[src/rtl/sram_arb_pkg.sv]
// sram_arb_pkg: shared state encoding and default strobe timing for the SRAM arbiter
package sram_arb_pkg;

    typedef enum logic [1:0] {IDLE, RD, WR, RECOV} state_t;

    localparam int RD_CYC_DEF = 4;
    localparam int WR_CYC_DEF = 7;

    function automatic int cnt_width(input int a, input int b);
        return $clog2((a > b ? a : b) + 1);
    endfunction

endpackage

[src/rtl/sram_arb_timer.sv]
// sram_arb_timer: loadable down-counter timing the SRAM strobe, done when it reaches zero
module sram_arb_timer #(
    parameter int W = 3
) (
    input  logic         clk,
    input  logic         rst_n,
    input  logic         load,
    input  logic [W-1:0] load_val,
    input  logic         dec,
    output logic         done
);

    logic [W-1:0] count;

    assign done = count == '0;

    // load wins over decrement; the count parks at zero
    always_ff @(posedge clk or negedge rst_n) begin
        if (!rst_n) count <= '0;
        else if (load) count <= load_val;
        else if (dec && !done) count <= count - 1'b1;
    end

endmodule

[src/rtl/sram_arbiter.sv]
// sram_arbiter: two-port arbiter onto one async SRAM; SRAM_ARB_RR_EN selects round-robin ties
module sram_arbiter
    import sram_arb_pkg::*;
#(
    parameter int AW     = 19,
    parameter int RD_CYC = RD_CYC_DEF,
    parameter int WR_CYC = WR_CYC_DEF
) (
    input  logic          clk,
    input  logic          rst_n,
    input  logic          a_req,
    input  logic          a_we,
    input  logic [AW-1:0] a_addr,
    input  logic [7:0]    a_wdata,
    output logic          a_ack,
    output logic [7:0]    a_rdata,
    input  logic          b_req,
    input  logic          b_we,
    input  logic [AW-1:0] b_addr,
    input  logic [7:0]    b_wdata,
    output logic          b_ack,
    output logic [7:0]    b_rdata,
    output logic [AW-1:0] sram_a,
    output logic [7:0]    sram_dq_o,
    output logic          sram_dq_oe,
    input  logic [7:0]    sram_dq_i,
    output logic          sram_we_n,
    output logic          sram_oe_n
);

    localparam int CW = cnt_width(RD_CYC, WR_CYC);

    state_t        state;
    logic          own_b;
    logic          pick_b;
    logic          grant;
    logic          go_we;
    logic          done;
    logic [CW-1:0] ld_val;

`ifdef SRAM_ARB_RR_EN
    logic last_a;
    assign pick_b = b_req && (!a_req || last_a);
`else
    assign pick_b = b_req && !a_req;
`endif

    assign grant  = state == IDLE && (a_req || b_req);
    assign go_we  = pick_b ? b_we : a_we;
    assign ld_val = go_we ? CW'(WR_CYC) : CW'(RD_CYC);

    sram_arb_timer #(.W(CW)) u_timer (
        .clk      (clk),
        .rst_n    (rst_n),
        .load     (grant),
        .load_val (ld_val),
        .dec      (state == RD || state == WR),
        .done     (done)
    );

    // The cycle after the grant edge is address setup with strobes high; the strobe then
    // stays low until the timer runs out, so sram_a/sram_dq_o lead it by one cycle.
    always_ff @(posedge clk or negedge rst_n) begin
        if (!rst_n) begin
            state      <= IDLE;
            own_b      <= 1'b0;
            sram_a     <= '0;
            sram_dq_o  <= '0;
            sram_dq_oe <= 1'b0;
            sram_we_n  <= 1'b1;
            sram_oe_n  <= 1'b1;
            a_ack      <= 1'b0;
            b_ack      <= 1'b0;
            a_rdata    <= '0;
            b_rdata    <= '0;
`ifdef SRAM_ARB_RR_EN
            last_a     <= 1'b0;
`endif
        end else begin
            case (state)
                IDLE: if (grant) begin
                    own_b     <= pick_b;
                    sram_a    <= pick_b ? b_addr : a_addr;
                    sram_dq_o <= pick_b ? b_wdata : a_wdata;
                    state     <= go_we ? WR : RD;
`ifdef SRAM_ARB_RR_EN
                    last_a    <= !pick_b;
`endif
                end
                RD: if (done) begin
                    sram_oe_n <= 1'b1;
                    state     <= RECOV;
                    a_ack     <= !own_b;
                    b_ack     <= own_b;
                    if (own_b) b_rdata <= sram_dq_i;
                    else a_rdata <= sram_dq_i;
                end else begin
                    sram_oe_n <= 1'b0;
                end
                WR: if (done) begin
                    sram_we_n  <= 1'b1;
                    sram_dq_oe <= 1'b0;
                    state      <= RECOV;
                    a_ack      <= !own_b;
                    b_ack      <= own_b;
                end else begin
                    sram_we_n  <= 1'b0;
                    sram_dq_oe <= 1'b1;
                end
                RECOV: begin
                    a_ack <= 1'b0;
                    b_ack <= 1'b0;
                    state <= IDLE;
                end
                default: state <= IDLE;
            endcase
        end
    end

endmodule

[config.mk]
export PLATFORM = sky130hd
export DESIGN_NAME = sram_arbiter
export DESIGN_NICKNAME = d
export VERILOG_FILES = /design/src/rtl/sram_arb_pkg.sv /design/src/rtl/sram_arb_timer.sv /design/src/rtl/sram_arbiter.sv
export SDC_FILE = /design/constraint.sdc
export NUM_CORES = 1
export LEC_CHECK = 0
export CELL_PAD_IN_SITES_DETAIL_PLACEMENT = 0
export CELL_PAD_IN_SITES_GLOBAL_PLACEMENT = 1
export CORE_MARGIN = 2
export CORE_UTILIZATION = 33
export DETAILED_ROUTE_END_ITERATION = 7
export HOLD_SLACK_MARGIN = 0.06
export PLACE_DENSITY_LB_ADDON = 0.1
export SYNTH_ARGS = -nofsm -noshare
export SYNTH_HDL_FRONTEND = slang
export SYNTH_SLANG_ARGS = --single-unit
export TNS_END_PERCENT = 30
[constraint.sdc]
create_clock -name clk -period 3.05 [get_ports clk]
set_input_delay 0.61 -clock clk [delete_from_list [all_inputs] [get_ports clk]]
set_output_delay 0.61 -clock clk [all_outputs]
set_load 0.1 [all_outputs]
==> flow_summary.ini <==
[yosys]
yosysWarnings = 0
syn_nets = 291
ys_types = 31
synthesis.area_um2 = 2470
synthesis.instances = 217
ys_ff_latch = 54
ys_seq_area_share_pct = 54.7
avgSynthCellArea_um2 = 11.4

[grt]
grt_pass1_vias = 2008
grt_start_max_net_pins = 38
antenna_found_initial = 0
grt.total_usage_pct = 14.4
grt_overflow = 0
grt_pass1_wl_um = 9710

[floorplanning]
core.rowCount = 31
initial_core_util_pct = 34.1
io_pins = 116
die_width_um = 90.6
dieArea_um2 = 8210
core_area_um2 = 7250
fp.dieH_um = 90.6

[clock_tree]
clk_path_buf_depth = 2
cts_tree = yes
h-tree-depth = 2
clock_latency_ns = 0.30
postCtsSetupBuffers = 0
clkTransAtPathRegs_ns = 0.10
clock-sinks = 54
cts_buffers = 5
cts-root-buf = clkbuf_8
cts_resized = 0
cts_hold_buf = 0

[finish]
final_util_pct = 51.3
drive_above_1_share_pct = 24.7
syn_to_final_growth_pct = 50.5
layout_commonest_cell = clkdlybuf4s50_1
diodes = 0
fillCellCount = 683
fin_nets = 405
layout_common_cells = clkdlybuf4s50_1 (66), dfrtp_1 (52), buf_4 (51)

[sta]
max_clock_freq_ghz = 0.488
setup_violations = 0
slew_violations = 0
layout_min_cycle_time_ns = 2.05
fin_crit_sh_pct = 67.1
worst_pin_slew_ns = 0.569
rsz0062_at_grt = false
tns_ns = 0
final_hold_viol_count = 0
holdWs_ns = 0.286
skew_ns = 0.00574
relSlewSlack_pct = 62.1

[route]
drt-initial-drc-count = 33
drc = 0
vias = 1951
drtPass1Iterations = 4
viasPerCell = 4.53
routed_wl_um = 5730
ant_nets = 0
routedWlPerCell_um = 13.3

[placement]
hpwl_um = 4390
place_congestion = 0.742
io_buffers = 115

[critical_path]
path_max_fanout = 16
crit-reg2reg-launch = state[1]$_DFFE_PN0P_
ff2ff_setup_slack_ns = 1.34
critical_path_class = input pin to flip-flop
critPathArrivalTime_ns = 2.23
crit_required_ns = 3.24
cp-end-kind = flip-flop
crit_start = a_req
cp-start-kind = input pin

[run]
drv_cap = 0

[hold_path]
hp-class = input pin to asynchronous set/reset pin

[run_status]
outcome = complete, no violations
-- flip-flops by register name, summed over array words and instances (netlist names) --
signal and cells:
own_b 1, sram_oe_n 1, b_rdata 8, sram_a 19, sram_dq_oe 1, sram_dq_o 8, u_timer.count 3, sram_we_n 1
a_ack 1, state 2, a_rdata 8, b_ack 1
-- final cells by class --
| cell class | count | area (um2) | share of cell area (%) |
|---|---|---|---|
| clock inverters | 1 | 30.0 | 0.806 |
| repair buffers | 119 | 1070 | 28.7 |
| multi-input cells | 144 | 1040 | 28.1 |
| well taps | 99 | 124 | 3.33 |
| clock buffers | 7 | 76.3 | 2.05 |
| flip-flops and latches | 54 | 1350 | 36.4 |
| inverters | 7 | 26.3 | 0.706 |
-- Yosys cell counts, drive strengths merged --
master	n	area [um2]
or3	1	6.26
and3	1	6.26
clkbuf	6	22.5
a311o	1	10.0
ha	6	75.1
nand2b	2	12.5
and3b	1	8.76
nor2	4	17.5
a31oi	4	25.0
nor2b	2	12.5
nand3b	1	7.51
mux2	17	191
nand3	4	25.0
nor4bb	2	20.0
mux2i	29	290
buf	6	41.3
nand2	27	101
and2b	1	7.51
inv	7	26.3
a311oi	1	8.76
a211oi	1	7.51
dfrtp	52	1300
a21oi	4	20.0
dfstp	2	52.6
a22oi	1	7.51
o21ai	34	170
-- per-stage QoR --
| step | cells | worst slack, ns | cell area (um2) |
|---|---|---|---|
| 6_report | 431 | 1.00 | 3720 |
| 5_1_grt | 431 | 0.895 | 3720 |
| 4_1_cts | 431 | 0.977 | 3720 |
| 3_5_place_dp | 423 | 0.644 | 3620 |
| 2_1_floorplan | 217 | 1.47 | 2470 |
| 3_3_place_gp | 423 | 0.680 | 3620 |
-- critical path, cell delays in order --
cell and delay (ns):
clkdlybuf4s50_1 0.59, nand2b_2 0.51, buf_12 0.24, mux2i_1 0.19, o21ai_0 0.08
-- path summary, 6_finish.rpt --
| kind | to | cells past startpoint |
|---|---|---|
| max in group asynchronous | sram_oe_n$_DFFE_PN1N_ | 2 |
| worst min-delay path | sram_dq_oe$_DFFE_PN0N_ | 1 |
| worst max-delay path | sram_a[3]$_DFFE_PN0P_ | 5 |
| min in group clk | sram_oe_n$_DFFE_PN1N_ | 2 |
| worst max register to register | a_rdata[5]$_DFFE_PN0P_ | 5 |
| worst min register to register | sram_oe_n$_DFFE_PN1N_ | 2 |
-- cells by family after synthesis --
| logic type | synth area share (%) |
|---|---|
| AND/OR/NAND/NOR | 9.10 |
| multiplexers | 19.5 |
| flip-flops | 54.7 |
| adder cells (fa/ha/maj) | 3.03 |
| AO/OA/AOI/OAI | 10.1 |
| buffers and inverters | 3.64 |
-- routing by layer --
metal	vias up	routed length, um	GRT usage, %
li1	984	-	-
met1	883	2410	17.5
met2	77	2750	24.6
met3	7	477	4.76
met4	0	83	3.85
met5	-	0	0
Power is not shown: default switching activity piles up to over one toggle a cycle in this logic, so the estimate is an artifact.
